==> src/rtl/touch_pad_decoder.sv <==
// touch_pad_decoder
// Turns one raw, active-low touch pad into a debounced level plus single-cycle
// press / release / long-press events, with an optional double-tap event.
// One instance per pad; single clock domain.
//
// Optional feature macro: DOUBLE_TAP_EN (when undefined dtap_pulse is tied 0).
//
// Ports:
//   clk            system clock
//   rst_n          asynchronous active-low reset
//   pad_n          raw pad level, asynchronous, 0 = touched
//   pressed        debounced level, 1 while the pad is accepted as touched
//   press_pulse    1-cycle strobe on accepted press
//   release_pulse  1-cycle strobe on accepted release
//   long_pulse     1-cycle strobe when the hold reaches LONG_CYCLES
//   dtap_pulse     1-cycle strobe on the accepted second press of a double tap
//   was_long       valid with release_pulse: 1 if long_pulse fired this press
//
// state | meaning
// IDLE  | pad not accepted as touched, waiting for touch
// PDB   | press debounce, touch must stay stable DEBOUNCE_CYCLES
// HELD  | press accepted, hold timer running
// RDB   | release debounce, hold timer frozen
module touch_pad_decoder #(
   parameter int DEBOUNCE_CYCLES = 48000,
   parameter int LONG_CYCLES     = 48000000,
   parameter int DTAP_CYCLES     = 14400000
) (
   input  logic clk,
   input  logic rst_n,
   input  logic pad_n,
   output logic pressed,
   output logic press_pulse,
   output logic release_pulse,
   output logic long_pulse,
   output logic dtap_pulse,
   output logic was_long
);

   localparam int DEB_W  = $clog2(DEBOUNCE_CYCLES);
   localparam int HOLD_W = $clog2(LONG_CYCLES);
   localparam logic [DEB_W-1:0]  DEB_LAST  = DEB_W'(DEBOUNCE_CYCLES - 1);
   localparam logic [HOLD_W-1:0] HOLD_LAST = HOLD_W'(LONG_CYCLES - 1);

   if (DEBOUNCE_CYCLES < 2 || LONG_CYCLES <= DEBOUNCE_CYCLES || DTAP_CYCLES < 1) begin : g_param_check
      $error("touch_pad_decoder: illegal timing parameters");
   end

   typedef enum logic [1:0] {IDLE, PDB, HELD, RDB} state_t;

   state_t             state, state_nxt;
   logic               s1, s2, touch;
   logic [DEB_W-1:0]   deb_cnt, deb_nxt;
   logic [HOLD_W-1:0]  hold_cnt, hold_nxt;
   logic               long_done, long_done_nxt;
   logic               pressed_nxt, press_nxt, release_nxt, long_nxt, was_long_nxt;

   // Two-flop synchroniser; resets to "not touched".
   always_ff @(posedge clk or negedge rst_n) begin
      if (!rst_n) begin
         s1 <= 1'b1;
         s2 <= 1'b1;
      end else begin
         s1 <= pad_n;
         s2 <= s1;
      end
   end

   assign touch = ~s2;

   always_ff @(posedge clk or negedge rst_n) begin
      if (!rst_n) begin
         state         <= IDLE;
         deb_cnt       <= '0;
         hold_cnt      <= '0;
         long_done     <= 1'b0;
         pressed       <= 1'b0;
         press_pulse   <= 1'b0;
         release_pulse <= 1'b0;
         long_pulse    <= 1'b0;
         was_long      <= 1'b0;
      end else begin
         state         <= state_nxt;
         deb_cnt       <= deb_nxt;
         hold_cnt      <= hold_nxt;
         long_done     <= long_done_nxt;
         pressed       <= pressed_nxt;
         press_pulse   <= press_nxt;
         release_pulse <= release_nxt;
         long_pulse    <= long_nxt;
         was_long      <= was_long_nxt;
      end
   end

   always_comb begin
      state_nxt     = state;
      deb_nxt       = deb_cnt;
      hold_nxt      = hold_cnt;
      long_done_nxt = long_done;
      pressed_nxt   = pressed;
      press_nxt     = 1'b0;
      release_nxt   = 1'b0;
      long_nxt      = 1'b0;
      was_long_nxt  = 1'b0;
      case (state)
         IDLE: begin
            if (touch) begin
               state_nxt = PDB;
               deb_nxt   = '0;
            end
         end
         PDB: begin
            if (!touch) begin
               state_nxt = IDLE;
            end else if (deb_cnt == DEB_LAST) begin
               state_nxt     = HELD;
               press_nxt     = 1'b1;
               pressed_nxt   = 1'b1;
               hold_nxt      = '0;
               long_done_nxt = 1'b0;
            end else begin
               deb_nxt = deb_cnt + 1'b1;
            end
         end
         HELD: begin
            // Hold timer keeps running on the edge that starts a release debounce.
            if (hold_cnt != HOLD_LAST) begin
               hold_nxt = hold_cnt + 1'b1;
            end else if (!long_done) begin
               long_nxt      = 1'b1;
               long_done_nxt = 1'b1;
            end
            if (!touch) begin
               state_nxt = RDB;
               deb_nxt   = '0;
            end
         end
         RDB: begin
            // A bounce back to touched resumes the hold with its frozen count.
            if (touch) begin
               state_nxt = HELD;
            end else if (deb_cnt == DEB_LAST) begin
               state_nxt    = IDLE;
               release_nxt  = 1'b1;
               pressed_nxt  = 1'b0;
               was_long_nxt = long_done;
            end else begin
               deb_nxt = deb_cnt + 1'b1;
            end
         end
         default: state_nxt = IDLE;
      endcase
   end

`ifdef DOUBLE_TAP_EN
   localparam int GAP_W = $clog2(DTAP_CYCLES + 1);
   localparam logic [GAP_W-1:0] GAP_LAST = GAP_W'(DTAP_CYCLES);

   logic [GAP_W-1:0] gap_cnt;
   logic             armed, tap_used, dtap_hit;

   assign dtap_hit = armed && (gap_cnt < GAP_LAST);

   // A press that completed a double tap does not arm on its own release,
   // so a triple tap yields exactly one dtap_pulse.
   always_ff @(posedge clk or negedge rst_n) begin
      if (!rst_n) begin
         gap_cnt    <= '0;
         armed      <= 1'b0;
         tap_used   <= 1'b0;
         dtap_pulse <= 1'b0;
      end else begin
         dtap_pulse <= press_nxt && dtap_hit;
         if (press_nxt) begin
            armed    <= 1'b0;
            tap_used <= dtap_hit;
         end else if (release_nxt) begin
            armed <= !long_done && !tap_used;
         end
         if (release_nxt && !long_done) begin
            gap_cnt <= '0;
         end else if (gap_cnt != GAP_LAST) begin
            gap_cnt <= gap_cnt + 1'b1;
         end
      end
   end
`else
   assign dtap_pulse = 1'b0;
`endif

endmodule
==> config.mk <==
export PLATFORM = sky130hd
export DESIGN_NAME = touch_pad_decoder
export DESIGN_NICKNAME = d
export VERILOG_FILES = /design/src/rtl/touch_pad_decoder.sv
export SDC_FILE = /design/constraint.sdc
export NUM_CORES = 1
export LEC_CHECK = 0
export ABC_AREA = 1
export CAP_MARGIN = 30
export CORE_UTILIZATION = 30
export CTS_CLUSTER_SIZE = 8
export DETAILED_ROUTE_END_ITERATION = 10
export HOLD_SLACK_MARGIN = 0.02
export REMOVE_ABC_BUFFERS = 1
export SLEW_MARGIN = 20
export SYNTH_ARGS = -nofsm -noshare
export SYNTH_HDL_FRONTEND = slang
export SYNTH_SLANG_ARGS = --single-unit
==> constraint.sdc <==
create_clock -name clk -period 3.9 [get_ports clk]
set_input_delay 1.17 -clock clk [delete_from_list [all_inputs] [get_ports clk]]
set_output_delay 1.17 -clock clk [all_outputs]
set_load 0.05 [all_outputs]
==> results of run 1 <==
where the power goes:
part	leakage [nW]	switching, mW	internal (mW)
sequential	0.715	0.00720	0.545
clock	0.0781	0.201	0.304
combinational	0.745	0.0245	0.00669
total	1.54	0.233	0.856
logic make-up (layout without fill, tap and decap cells):
logic type | after synthesis | in the layout | share of synthesized area
AND/OR/NAND/NOR | 338 | 338 | 0.464
AO/OA/AOI/OAI | 25 | 25 | 0.0374
adder cells (fa/ha/maj) | 2 | 2 | 0.00726
other | 1 | 1 | 0.00109
flip-flops | 52 | 52 | 0.378
XOR/XNOR | 12 | 12 | 0.0305
buffers and inverters | 55 | 59 | 0.0817
registers in the layout (all words and copies together), names as in the netlist, named ones only:
| signal | cells |
|---|---|
| hold_cnt | 26 |
| deb_cnt | 16 |
| long_done | 1 |
| long_pulse | 1 |
| press_pulse | 1 |
| pressed | 1 |
| release_pulse | 1 |
| s1 | 1 |
| s2 | 1 |
| state | 1 |
| was_long | 1 |
how the worst max path moves through the flow:
stage / endpoint / slack (ns) / depth (start not counted)
final: pressed / 1.30 / 1
after global placement: pressed / 1.61 / 1
after floorplan: hold_cnt[22] / 2.10 / 10
after global routing: long_pulse / 1.24 / 1
after detailed placement: pressed / 1.62 / 1
after CTS: pressed / 1.29 / 1
area by class of cell:
type / count / area [sq um]
clock buffers: 7 / 133
repair buffers: 8 / 72.6
fillers: 1199 / 7290
multi-input cells: 378 / 1860
well taps: 140 / 175
flip-flops and latches: 52 / 1300
inverters: 43 / 161
clock inverters: 1 / 30.0
cells in the final DEF, fill, tap and decap left out, types with 2 or more instances in the layout:
master           count
nand3_2             22
clkbuf_1             2
nand2_4              4
inv_1               40
xnor2_1              4
nor3_1              11
nand2_1            158
inv_2                2
nand4_1              8
nand2_2              2
xor2_1               8
dfrtp_1             50
nor2_2               3
dfstp_2              2
o21ai_0             22
ha_1                 2
nor2_1              74
or2_2                3
clkdlybuf4s50_1      6
nand3_1             45
clkbuf_16            5
nor2_4               3
metrics by stage:
| step | hold slack [ns] | total power, mW | utilization | instance area [sq um] |
|---|---|---|---|---|
| 2_1_floorplan | 0.345 | 0.576 | - | 3330 |
| 3_3_place_gp | 0.348 | 0.594 | 0.324 | 3570 |
| 3_5_place_dp | 0.349 | 0.595 | 0.324 | 3570 |
| 4_1_cts | 0.363 | 1.10 | 0.339 | 3740 |
| 5_1_grt | 0.367 | 1.13 | 0.339 | 3740 |
| 6_report | 0.363 | 1.09 | 0.339 | 3740 |
layer usage:
metal | vias up | track usage | share of wire
li1 | 1551 | - | -
met1 | 1414 | 0.194 | 0.49
met2 | 43 | 0.255 | 0.47
met3 | 10 | 0.0257 | 0.028
met4 | 0 | 0.0448 | 0.013
met5 | - | 0 | 0
==> flow_summary.ini, run 1 <==
[place]
dp_worst_setup_slack_ns = 1.62
hpwl_um = 5600
port_buffers = 7
globalplace.congestion = 0.881
dp.cells = 621

[yosys]
avgSynthCellArea_sq_um = 7.10
synth-edff-count = 0
yosysUniqueCellTypes = 34
synth_area_leaders = dfrtp_1 (36%), nand2_1 (17%), nor2_1 (8.1%)
ys_seq_area_frac = 0.378
ys_ff_latch = 52
syn_inst = 485
yosysMostFrequentCell = nand2_1
synthArstFlopShare = 1.00
yosysTopAreaCellShare = 0.363
synth_area_leader_cell = dfrtp_1
syn-cell-area_sq_um = 3450
yosysWarningCount = 0
ys.flop_type = dfrtp_1
synthTopCellsByCount = nand2_1 (158), nor2_1 (74), dfrtp_1 (50)

[clock_tree]
clock-sinks = 52
post_cts_buffers = 0
cts_root_buffer = clkbuf_16
cts_resized = 0
cts_buffer_depth = 2
htreeDepth = 2
cts_tree = yes
holdBufCountCts = 0
clk_pin_slew_worst_paths_ns = 0.06
clock_latency_ns = 0.30
cts_made_buffers = 5

[worst_setup_path]
reg2reg_slack_ns = 1.66
r2r_start = hold_cnt[0]
critPathLaunch = pressed
critPathRequiredTime_ns = 2.73
critPathTopFamily = buffers and inverters
worstPathArrival_ns = 1.43
cpMaxStageDelayCell = clkdlybuf4s50_1
r2r_end = hold_cnt[25]
crit_chain = clkdlybuf4s50_1
end_kind = primary output
cp-start-kind = flop
r2r_cells = 10
setup.worst_path.class = reg2out
cp_max_fo = 2
path_buf_inv = 1
max_stage_delay_ns = 0.79

[timing]
slew-limit-headroom = 0.533
rsz0062_at_grt = false
hold_viol_final = 0
setup_tns_ns = 0
period_needed_ns = 2.60
setup_violations = 0
final.setup_skew_ns = 0.00821
tightest_slew_ns = 0.700
fin_crit_sh = 0.665
drv_slew = 0
setup_slack_ns = 1.30
fmax_mhz = 385

[power_and_ir_drop]
ir_drop_mv = 0.187
power_density_nw_per_um2 = 291
p_leak_nw = 1.54

[worst_hold_path]
hold_end = s2
min-delay-start = s1
hold_path_class = reg2reg
hold_depth = 0

[layout]
area_growth_pct = 8.42
drive_above_1_share = 0.104
num_antenna_cells = 0
final_cells = 629
fin_nets = 493

[die]
die_x_um = 109
fp.dieH_um = 109
num_rows = 38
pin_count = 9
core_area_sq_um = 11000
start_util = 0.312
die_area_sq_um = 11900

[global_routing]
grt_pass1_vias = 2969
antenna_found_initial = 0
grt_max_degree = 30
overflow = 0
track_usage = 0.150
grt_pass1_wl_um = 14100

[routing]
vias = 3018
drt_iter0_markers = 158
drc = 0
ant_nets = 0
post_drt_wl_per_cell_um = 12.7
wirelength_um = 8010
vias_per_cell = 4.80
firstDrtPassIters = 4

[status]
status = complete, no violations

[run]
maxCapViolations = 0
Note: power is estimated with default switching activity, not from simulation.
==> run 2: changes to the inputs <==
==> constraint.sdc (replaced) <==
create_clock -name clk -period 2.2 [get_ports clk]
set_input_delay 0.66 -clock clk [delete_from_list [all_inputs] [get_ports clk]]
set_output_delay 0.66 -clock clk [all_outputs]
set_load 0.05 [all_outputs]
==> run 2 against run 1 <==
Power up 71%; core utilization grew 0.84 points; worst setup slack worse by 1.2 ns; first-iteration DRC count increased by 5.1%; global-route usage is 0.33 points higher; via count grew 1.5%; die area unchanged; final cell count rose by 1.6%; wire length is 0.97% higher; highest routed layer unchanged.
==> flow_summary.ini, run 2 (synthesis results as in run 1) <==
[power_and_ir_drop]
ir_drop_mv = 0.315
power_mw = 1.86
power.internal_mw = 1.43
combPwrFrac = 0.034
p_sw_mw = 0.426
sw_frac_of_total = 0.229
seqPwrFrac = 0.525
p_leak_nw = 1.60
power_frac_clock = 0.440
power_density_nw_per_um2 = 485

[timing]
setup_tns_ns = 0
fin_crit_sh = 0.953
drv_slew = 0
rsz0062_at_grt = false
setup_violations = 0
tightest_slew_ns = 0.668
fmax_mhz = 477
setup_slack_ns = 0.103
hold_viol_final = 0
finalHoldWorstSlack_ns = 0.274
final.setup_skew_ns = 0.0115
slew-limit-headroom = 0.554
period_needed_ns = 2.10

[layout]
regArea_sq_um = 1300
biggestRegsByFlops = hold_cnt (26), deb_cnt (16)
drive_above_1_share = 0.128
final_cell_mix = nand2_1 (158), nor2_1 (74), dfrtp_1 (50)
fillers = 1184
largest_reg_flops = 26
top_register = hold_cnt
multi_input_area_sq_um = 1870
final_cells = 639
num_antenna_cells = 0
layout_commonest_cell = nand2_1
area_growth_pct = 11.1
fin_nets = 503

[worst_setup_path]
cp_max_fo = 2
setup.worst_path.class = reg2out
critPathRequiredTime_ns = 1.54
critPathTopFamily = buffers and inverters
crit_cells = 1
r2r_cells = 9
path_buf_inv = 1
worstPathArrival_ns = 1.44
r2r_end = hold_cnt[25]
max_stage_delay_ns = 0.80
r2r_start = deb_cnt[0]
cp-start-kind = flop
end_kind = primary output
critPathLaunch = pressed
critPathCapture = pressed
crit_chain = clkdlybuf4s50_1
cpMaxStageDelayCell = clkdlybuf4s50_1
reg2reg_slack_ns = 0.18

[clock_tree]
clk_pin_slew_worst_paths_ns = 0.07
cts_root_buffer = clkbuf_16
htreeDepth = 2
cts_buffer_depth = 2
clock-sinks = 52
clock_latency_ns = 0.30
cts_made_buffers = 5
post_cts_buffers = 0
cts_tree = yes

[die]
num_rows = 38
start_util = 0.312
die_x_um = 109
fp.dieH_um = 109
core_area_sq_um = 11000
die_area_sq_um = 11900
pin_count = 9

[routing]
drc = 0
drt_iter0_markers = 166
post_drt_wl_per_cell_um = 12.7
vias = 3064
wirelength_um = 8080
vias_per_cell = 4.79
ant_nets = 0
firstDrtPassIters = 5

[global_routing]
grt_pass1_vias = 3016
overflow = 0
grt_pass1_wl_um = 14200
antenna_found_initial = 0
track_usage = 0.153
grt_max_degree = 40

[place]
port_buffers = 7
dp_worst_setup_slack_ns = 0.193
globalplace.congestion = 0.899
dp.cells = 631
hpwl_um = 5890

[status]
status = complete, no violations

[worst_hold_path]
hold_path_class = in2async

[run]
maxCapViolations = 0
==> run 2: cell types whose count changed in the layout (fill, tap and decap cells not counted), moves of 2 or more <==
cell      delta
clkinv_2     +2
buf_4        +9
buf_12       +2
clkbuf_1     -2
==> run 2: what timing repair did <==
| item | in CTS | in global routing |
|---|---|---|
| hold buffers | 0 | 0 |
| setup endpoints to repair | 0 | 2 |
| gates resized for setup | 0 | 1 |
==> run 2: worst min-delay path by stage <==
stage | from | endpoint | slack (ns)
2_1_floorplan | s1 | s2 | 0.35
3_3_place_gp | s1 | s2 | 0.35
3_5_place_dp | s1 | s2 | 0.35
4_1_cts | rst_n | hold_cnt[22] | 0.29
5_1_grt | rst_n | hold_cnt[22] | 0.29
6_report | rst_n | hold_cnt[18] | 0.27
==> run 2: metal layers <==
layer / vias to the layer above / part of all wire / track usage / wire (um)
met1: 1418 / 0.47 / 0.196 / 3800
met5: - / 0 / 0 / 0
met2: 63 / 0.47 / 0.254 / 3760
li1: 1567 / - / - / -
met4: 0 / 0.026 / 0.0686 / 213
met3: 16 / 0.039 / 0.0245 / 312
==> run 2: final cells by class <==
class / count / share of cell area
tap: 140 / 0.0458
timing repair buffer: 18 / 0.0444
clock inverter: 2 / 0.00261
clock buffer: 6 / 0.0363
sequential: 52 / 0.341
multi-input combinational: 378 / 0.488
inverter: 43 / 0.0422
==> run 2: worst reg2reg max path, cell delays in order (launching register included) <==
cell and delay [ns]:
dfrtp_1 0.42, ha_1 0.27, nand2_2 0.09, nor2_2 0.17, nand3_2 0.12, nor2_4 0.19, nand2_4 0.25, buf_4 0.27
nand3_2 0.06, nand2_1 0.05
==> run 2: through the flow <==
stage,cell area (sq um),utilization
3_3_place_gp,3670,0.333
6_report,3830,0.347
2_1_floorplan,3330,-
3_5_place_dp,3670,0.333
4_1_cts,3820,0.346
5_1_grt,3830,0.347
==> run 2: power groups by stage <==
| stage | clock [mW] | combinational, mW | sequential [mW] |
|---|---|---|---|
| 6_report | 0.818 | 0.0640 | 0.976 |
| 5_1_grt | 0.879 | 0.0741 | 0.977 |
| 4_1_cts | 0.839 | 0.0664 | 0.975 |
| 3_5_place_dp | 0 | 0.0659 | 0.994 |
| 3_3_place_gp | 0 | 0.0656 | 0.993 |
| 2_1_floorplan | 0 | 0.0270 | 0.994 |
==> run 3: changes to the inputs <==
--- a/config.mk
+++ b/config.mk
@@ -7,6 +7,7 @@
 export LEC_CHECK = 0
 export ABC_AREA = 1
 export CAP_MARGIN = 30
+export CORE_MARGIN = 3
 export CORE_UTILIZATION = 30
 export CTS_CLUSTER_SIZE = 8
 export DETAILED_ROUTE_END_ITERATION = 10
==> run 3 against run 2 <==
Global-route usage down 1.6 points; clock skew down 0.0012 ns; core utilization up 0.37 points; via count down 0.13%; sequential share of layout area is 0.36 points lower; non-clock buffer count increased by 3; sequential cell count unchanged; die area is 7.5% higher; clock-buffer cell count decreased by 1; sequential power hardly changed; worst setup slack improved by 0.0054 ns; critical path type unchanged; largest power group unchanged.
==> flow_summary.ini, run 3 (synthesis results as in run 1) <==
[status]
status = complete, no violations

[power_and_ir_drop]
power_mw = 1.94
power_density_nw_per_um2 = 501
ir_drop_mv = 0.298
p_leak_nw = 1.62

[layout]
fin_nets = 506
biggestRegsByFlops = hold_cnt (26), deb_cnt (16)
design_area_sq_um = 3870
area_growth_pct = 12.3
num_antenna_cells = 0
largest_reg_flops = 26
layout_commonest_cell = nand2_1
final_util = 0.351
drive_above_1_share = 0.133
final_cell_mix = nand2_1 (158), nor2_1 (74), dfrtp_1 (50)
top_register = hold_cnt

[die]
die_x_um = 113
die_area_sq_um = 12800
pin_count = 9
fp.dieH_um = 113
num_rows = 38
start_util = 0.312
core_area_sq_um = 11000

[worst_setup_path]
cp_max_fo = 2
cp-start-kind = flop
worstPathArrival_ns = 1.43
setup.worst_path.class = reg2out
critPathTopFamily = buffers and inverters
end_kind = primary output
critPathRequiredTime_ns = 1.54
path_buf_inv = 1
cpMaxStageDelayCell = clkdlybuf4s50_1
crit_chain = clkdlybuf4s50_1
max_stage_delay_ns = 0.80

[timing]
hold_viol_final = 0
drv_slew = 0
tightest_slew_ns = 0.647
setup_tns_ns = 0
setup_violations = 0
period_needed_ns = 2.09
slew-limit-headroom = 0.568
fin_crit_sh = 0.951
setup_slack_ns = 0.108
final.setup_skew_ns = 0.0103
fmax_mhz = 478
rsz0062_at_grt = false

[place]
globalplace.congestion = 0.914
hpwl_um = 6090
port_buffers = 7
dp_worst_setup_slack_ns = 0.223
placed_area_sq_um = 3690

[routing]
wirelength_um = 8040
ant_nets = 0
vias_per_cell = 4.77
drt_iter0_markers = 163
drc = 0
firstDrtPassIters = 4
vias = 3060
post_drt_wl_per_cell_um = 12.5

[global_routing]
grt_pass1_wl_um = 14700
grt_pass1_vias = 3128
grt_max_degree = 31
overflow = 0
track_usage = 0.138
antenna_found_initial = 0

[clock_tree]
post_cts_buffers = 0
holdBufCountCts = 0
cts_made_buffers = 5
cts_resized = 0
clock_latency_ns = 0.30
cts_buffer_depth = 2
cts_tree = yes
cts_root_buffer = clkbuf_16
clk_pin_slew_worst_paths_ns = 0.07
clock-sinks = 52
htreeDepth = 2

[run]
maxCapViolations = 0

[worst_hold_path]
hold_path_class = in2async
run 3: cell count changes in the layout (fill, tap and decap cells not counted):
cell / before / now
clkbuf_8: 1 / 0
bufinv_16: 0 / 1
buf_4: 10 / 13
clkinv_2: 2 / 1
clkinvlp_4: 0 / 1
run 3: final timing paths:
| check | start | to | slack, ns | depth (start not counted) |
|---|---|---|---|---|
| max reg2reg | deb_cnt[0] | hold_cnt[2] | 0.21 | 9 |
| max | pressed | pressed | 0.11 | 1 |
| min reg2reg | s1 | s2 | 0.36 | 0 |
| max in group asynchronous | rst_n | hold_cnt[25] | 1.58 | 2 |
| min | rst_n | hold_cnt[20] | 0.32 | 2 |
| min in group clk | s1 | s2 | 0.36 | 0 |
run 3: cell type report:
class / instances / area [sq um]
Multi-Input combinational cell: 378 / 1870
Sequential cell: 52 / 1300
Fill cell: 1189 / 7160
Inverter: 43 / 161
Tap cell: 140 / 175
Clock buffer: 5 / 125
Clock inverter: 3 / 42.5
Timing Repair Buffer: 21 / 193
run 3: power by group:
| part | internal [mW] | switching [mW] | leakage, nW |
|---|---|---|---|
| Sequential | 0.966 | 0.00955 | 0.715 |
| Combinational | 0.0191 | 0.0476 | 0.823 |
| Clock | 0.535 | 0.362 | 0.0798 |
run 3: metal layers:
layer | track usage | up-vias | part of all wire
met3 | 0.0262 | 4 | 0.029
met2 | 0.236 | 36 | 0.49
met1 | 0.179 | 1449 | 0.47
met5 | 0 | - | 0
met4 | 0.0337 | 0 | 0.0071
li1 | - | 1571 | -
run 3: through the flow:
stage          hold slack [ns]  instances
6_report                 0.319        642
2_1_floorplan            0.345        473
4_1_cts                  0.328        642
5_1_grt                  0.347        642
3_5_place_dp             0.350        634
3_3_place_gp             0.348        634
